===== config.mk =====
export PLATFORM = sky130hd
export DESIGN_NAME = alarm_sequencer
export DESIGN_NICKNAME = d
export VERILOG_FILES = /design/src/rtl/alarm_sequencer.sv
export SDC_FILE = /design/constraint.sdc
export NUM_CORES = 1
export LEC_CHECK = 0
export CELL_PAD_IN_SITES_DETAIL_PLACEMENT = 0
export CELL_PAD_IN_SITES_GLOBAL_PLACEMENT = 1
export CORE_MARGIN = 10
export CORE_UTILIZATION = 37
export DETAILED_ROUTE_END_ITERATION = 10
export MAX_ROUTING_LAYER = met4
export PLACE_DENSITY_LB_ADDON = 0.15
export SETUP_SLACK_MARGIN = 0.4
export SLEW_MARGIN = 20
export SYNTH_ARGS = -nofsm -noshare
export SYNTH_HDL_FRONTEND = slang
export SYNTH_SLANG_ARGS = --single-unit

===== constraint.sdc =====
create_clock -name clk -period 6.87 [get_ports clk]
set_clock_uncertainty 0.15 [all_clocks]
set_input_delay 1.0305 -clock clk [delete_from_list [all_inputs] [get_ports clk]]
set_output_delay 1.0305 -clock clk [all_outputs]
set_load 0.1 [all_outputs]

===== src/rtl/alarm_sequencer.sv =====
// Alarm ring/snooze/stop sequencer: one-cycle registered outputs, no backpressure (strobe/level driven).
// Define HOURLY_CHIME_EN to add the top-of-hour CHIME state (two 1 Hz ticks of steady 512 Hz).
module alarm_sequencer #(
  parameter int unsigned RING_SECONDS   = 60,
  parameter int unsigned SNOOZE_MINUTES = 5,
  parameter int unsigned MAX_SNOOZE     = 3
) (
  input  logic        clk,
  input  logic        rst,
  input  logic        tick_1hz,
  input  logic        tick_4hz,
  input  logic [23:0] time_bcd,
  input  logic [23:0] alarm_bcd,
  input  logic        alarm_on,
  input  logic        snooze,
  input  logic        stop,
  output logic        beep512_en,
  output logic        beep1k_en,
  output logic        ringing,
  output logic        snoozed
);

  localparam logic [7:0] RING_LAST   = 8'(RING_SECONDS - 1);
  localparam logic [9:0] SNOOZE_LOAD = 10'(SNOOZE_MINUTES * 60);
  localparam logic [2:0] SNOOZE_MAX  = 3'(MAX_SNOOZE);

`ifdef HOURLY_CHIME_EN
  typedef enum logic [1:0] {IDLE, RING, SNOOZE, CHIME} state_t;
`else
  typedef enum logic [1:0] {IDLE, RING, SNOOZE} state_t;
`endif

  state_t      state_q, state_d;
  logic [1:0]  phase_q, phase_d;
  logic [7:0]  ring_cnt_q, ring_cnt_d;
  logic [9:0]  cdown_q, cdown_d;
  logic [2:0]  snz_cnt_q, snz_cnt_d;
  logic        eq_q, armed_q, snooze_q, stop_q;
  logic        beep512_q, beep1k_q, ringing_q, snoozed_q;

  logic        time_eq, alarm_evt, snooze_edge, stop_edge;

  // The edge is taken on time equality alone so that re-enabling alarm_on while
  // the clock still sits on the alarm second does not ring; armed_q masks the
  // first cycle after reset so a match present at release cannot form an edge.
  assign time_eq     = (time_bcd == alarm_bcd);
  assign alarm_evt   = time_eq & ~eq_q & alarm_on & armed_q;
  assign snooze_edge = snooze & ~snooze_q;
  assign stop_edge   = stop & ~stop_q;

`ifdef HOURLY_CHIME_EN
  logic top_q, chime_cnt_q, chime_cnt_d, top_of_hour, chime_evt;
  assign top_of_hour = (time_bcd[15:0] == 16'h0000);
  assign chime_evt   = top_of_hour & ~top_q & armed_q;
`endif

  always_comb begin
    state_d    = state_q;
    phase_d    = phase_q;
    ring_cnt_d = ring_cnt_q;
    cdown_d    = cdown_q;
    snz_cnt_d  = snz_cnt_q;
`ifdef HOURLY_CHIME_EN
    chime_cnt_d = chime_cnt_q;
`endif
    case (state_q)
      IDLE: begin
        if (alarm_evt) begin
          state_d    = RING;
          phase_d    = 2'd0;
          ring_cnt_d = 8'd0;
          snz_cnt_d  = 3'd0;
        end
`ifdef HOURLY_CHIME_EN
        else if (chime_evt) begin
          state_d     = CHIME;
          chime_cnt_d = 1'b0;
        end
`endif
      end
      RING: begin
        if (!alarm_on || stop_edge) begin
          state_d = IDLE;
        end else if (snooze_edge) begin
          if (snz_cnt_q < SNOOZE_MAX) begin
            state_d   = SNOOZE;
            snz_cnt_d = snz_cnt_q + 3'd1;
            cdown_d   = SNOOZE_LOAD;
          end else begin
            state_d = IDLE;
          end
        end else if (tick_1hz && (ring_cnt_q >= RING_LAST)) begin
          state_d = IDLE;
        end else begin
          if (tick_1hz && (ring_cnt_q != 8'hFF)) ring_cnt_d = ring_cnt_q + 8'd1;
          if (tick_4hz) phase_d = phase_q + 2'd1;
        end
      end
      SNOOZE: begin
        if (!alarm_on || stop_edge) begin
          state_d = IDLE;
        end else if (tick_1hz) begin
          if (cdown_q <= 10'd1) begin
            state_d    = RING;
            cdown_d    = 10'd0;
            ring_cnt_d = 8'd0;
            phase_d    = 2'd0;
          end else begin
            cdown_d = cdown_q - 10'd1;
          end
        end
      end
`ifdef HOURLY_CHIME_EN
      CHIME: begin
        // The chime ignores alarm_on; only a real alarm event or stop cuts it short.
        if (alarm_evt) begin
          state_d    = RING;
          phase_d    = 2'd0;
          ring_cnt_d = 8'd0;
          snz_cnt_d  = 3'd0;
        end else if (stop_edge) begin
          state_d = IDLE;
        end else if (tick_1hz) begin
          if (chime_cnt_q) state_d = IDLE;
          else             chime_cnt_d = 1'b1;
        end
      end
`endif
      default: state_d = IDLE;
    endcase
  end

  always_ff @(posedge clk or negedge rst) begin
    if (!rst) begin
      state_q    <= IDLE;
      phase_q    <= 2'd0;
      ring_cnt_q <= 8'd0;
      cdown_q    <= 10'd0;
      snz_cnt_q  <= 3'd0;
      eq_q       <= 1'b0;
      armed_q    <= 1'b0;
      snooze_q   <= 1'b0;
      stop_q     <= 1'b0;
      beep512_q  <= 1'b0;
      beep1k_q   <= 1'b0;
      ringing_q  <= 1'b0;
      snoozed_q  <= 1'b0;
    end else begin
      state_q    <= state_d;
      phase_q    <= phase_d;
      ring_cnt_q <= ring_cnt_d;
      cdown_q    <= cdown_d;
      snz_cnt_q  <= snz_cnt_d;
      eq_q       <= time_eq;
      armed_q    <= 1'b1;
      snooze_q   <= snooze;
      stop_q     <= stop;
      ringing_q  <= (state_d == RING);
      snoozed_q  <= (state_d == SNOOZE);
      beep1k_q   <= (state_d == RING) && (phase_d == 2'd0);
`ifdef HOURLY_CHIME_EN
      beep512_q  <= ((state_d == RING) && (phase_d == 2'd1)) || (state_d == CHIME);
`else
      beep512_q  <= (state_d == RING) && (phase_d == 2'd1);
`endif
    end
  end

`ifdef HOURLY_CHIME_EN
  always_ff @(posedge clk or negedge rst) begin
    if (!rst) begin
      top_q       <= 1'b0;
      chime_cnt_q <= 1'b0;
    end else begin
      top_q       <= top_of_hour;
      chime_cnt_q <= chime_cnt_d;
    end
  end
`endif

  assign beep512_en = beep512_q;
  assign beep1k_en  = beep1k_q;
  assign ringing    = ringing_q;
  assign snoozed    = snoozed_q;

endmodule


==> results.json <==
{
  "postCtsSetupBuffers": 0,
  "drc": 0,
  "critical_path.top_delay_family": "simple AND/OR/NAND/NOR gates",
  "grt_max_degree": 34,
  "antenna_found_initial": 0,
  "cts_buffer_depth": 2,
  "root_buffer": "clkbuf_8",
  "synth_cell_types": 45,
  "syn_area_sq_mm": 0.00196,
  "clockPowerShare_pct": 34.5,
  "async_reset_ff_share_pct": 100,
  "slowest_stage": "clkdlybuf4s50_1",
  "internal_power_mw": 0.310,
  "combPwrFrac_pct": 16.8,
  "first_iter_violations": 85,
  "initial_core_util_pct": 38.3,
  "synth.avg_cell_area_sq_um": 9.27,
  "num_antenna_cells": 0,
  "die_w_um": 92.7,
  "cts_hold_buf": 0,
  "die_h_um": 92.7,
  "synth_top_area_cell": "dfrtp_1",
  "cts_max_level": 2,
  "cts_tree": "done",
  "synth-edff-count": 0,
  "detail-route-antenna-nets": 0,
  "path_cells": "clkdlybuf4s50_1 -> xor2_1 -> nor4_1 -> nand4_1 -> or2_2 -> o31ai_1 -> mux2i_1",
  "crit_buf_inv": 1,
  "yosysWarningCount": 0,
  "worst_pin_slew_ps": 988,
  "grt_usage_pct": 12.8,
  "area_growth_pct": 37.9,
  "layout_common_cells": "clkdlybuf4s50_1, dfrtp_1, xor2_1, nor2_1, o21ai_0",
  "rsz0062_at_grt": "no",
  "cts_buffers": 5,
  "drive_gt1_share_pct": 7.69,
  "finalSetupViolCount": 0,
  "first_pass_iters": 4,
  "hpwlAfterDp_mm": 4.17,
  "p_leak_nw": 1.16,
  "rows": 26,
  "wl_mm": 5.12,
  "cts_resized": 0,
  "peakVddDrop_mv": 0.0970,
  "die-area_sq_mm": 0.00859,
  "cp.required_ps": 6930,
  "synth_area_leaders": "dfrtp_1, xor2_1, nor2_1",
  "via_per_inst": 5.09,
  "ys.flop_type": "dfrtp_1",
  "regArea_sq_um": 826,
  "worst_path_largest_cell_delay_ps": 410,
  "grt_pass1_wl_mm": 8.74,
  "finalSetupTns_ps": 0,
  "syn_nets": 270,
  "clock_latency_ps": 280,
  "path_max_fanout": 4,
  "hp-class": "reg -> reg",
  "utilization_pct": 52.8,
  "layout.nets": 331,
  "power_density_mw_per_mm2": 153,
  "grt-ovfl-total": 0,
  "arrival_ps": 3060,
  "drv_slew": 0,
  "yosysSeqAreaShare_pct": 42.2,
  "relSlewSlack_pct": 33.9,
  "period_needed_ps": 2990,
  "fillers": 484,
  "ios": 59,
  "clk_pin_slew_ps": 70,
  "grt_pass1_vias": 1829,
  "switching_share_pct": 24.8,
  "worst_setup_path_end_kind": "flop",
  "cts_sinks": 33,
  "vias": 1746,
  "crit_path_start_kind": "primary input",
  "multi_input_area_sq_mm": 0.00109,
  "yosys_register_bits": 33,
  "synth_top_cell_area_share_pct": 42.2,
  "wire_per_inst_um": 14.9,
  "run_status": "finished, final reports clean",
  "seq_power_share_pct": 48.7,
  "fin_crit_sh_pct": 43.6,
  "core_area_sq_mm": 0.00511,
  "path_class": "in -> reg",
  "cap_violations": 0,
  "place_congestion": 0.781,
  "net-switching-power_mw": 0.102,
  "max_freq_ghz": 0.334,
  "final_common_cell": "clkdlybuf4s50_1",
  "io_buffer_count": 58,
  "synthCells": 211,
  "final_hold_viol_count": 0
}
-- cells in the mapped netlist, types with 2 or more instances --
cell	instances
inv_1	7
or3_1	5
o311ai_0	2
o211ai_1	2
nand2b_1	5
nor3b_1	2
xor2_1	24
nor2b_1	5
a21oi_1	8
o21ai_0	15
a21boi_0	3
and3_1	2
a211o_1	2
nand3_1	7
ha_1	4
o21ba_2	2
o31ai_1	3
buf_2	2
nor4_1	7
dfrtp_1	33
clkbuf_1	3
a31oi_1	2
mux2i_1	2
nand2_1	12
o22a_2	3
or2_2	2
nor2_1	21
nand4_1	3
or4_4	2
nor3_1	6
-- kinds of logic (layout without fill, tap and decap cells) --
family	Yosys count	count (layout)	share of synthesized area, %
compound gates	53	53	18.9
xor+xnor	24	24	10.7
fa+ha+maj	4	4	2.56
buf+inv	12	74	2.43
flops	33	33	42.2
mux	2	2	1.02
other cells	1	1	0.192
simple gates	82	82	21.9
-- metrics by stage --
step	power (mW)	instance area, sq um	cells	worst slack (ps)	hold slack (ps)
6_report	0.412	2700	343	3880	341
5_1_grt	0.432	2700	343	3610	358
4_1_cts	0.415	2690	343	3840	340
3_5_place_dp	0.275	2610	335	3550	330
3_3_place_gp	0.274	2610	335	3520	326
2_1_floorplan	0.231	1960	211	4200	292
-- registers in the layout, summed over array words and instances, names as in the netlist --
register	count
cdown_q	10
ring_cnt_q	8
snz_cnt_q	3
phase_q	2
state_q	2
armed_q	1
beep1k_en	1
beep512_en	1
eq_q	1
ringing	1
snooze_q	1
snoozed	1
stop_q	1
-- power groups by stage --
| stage | Clock [mW] | Combinational [mW] | Sequential [mW] |
|---|---|---|---|
| after CTS | 0.144 | 0.0704 | 0.201 |
| after global placement | 0 | 0.0695 | 0.204 |
| final | 0.142 | 0.0694 | 0.201 |
| after floorplan | 0 | 0.0272 | 0.204 |
| after global routing | 0.155 | 0.0766 | 0.201 |
| after detailed placement | 0 | 0.0702 | 0.204 |
-- final cells by class --
type,instances,share of cell area (%)
multi-input cells,166,40.3
flip-flops and latches,33,30.6
repair buffers,59,21.8
well taps,70,3.25
clock buffers,6,2.69
inverters,7,0.974
clock inverters,2,0.371
-- layer usage --
layer / routed length (um) / global-route usage, %
met1: 2470 / 15.5
met2: 2380 / 20.5
met3: 234 / 3.39
met4: 39 / 3.47
met5: 0 / -
-- worst reg2reg max path: cells and delay by family (launching register included) --
family             cells  cell delay [ps]
and+or+nand+nor        3             1350
AOI/OAI and AO/OA      3              580
DFF                    1              420
-- path summary, 6_finish.rpt --
check                                   from           end  slack, ps  cells past startpoint
worst max-delay path            alarm_bcd[9]  snz_cnt_q[1]       3880                      7
worst min-delay path              cdown_q[9]    cdown_q[9]        340                      1
worst max register to register    cdown_q[7]    beep512_en       4300                      6
worst min register to register    cdown_q[9]    cdown_q[9]        340                      1
max in group asynchronous                rst    phase_q[0]       5260                      2
min in group asynchronous                rst    cdown_q[3]       1000                      2
(Power assumes the default switching activity.)
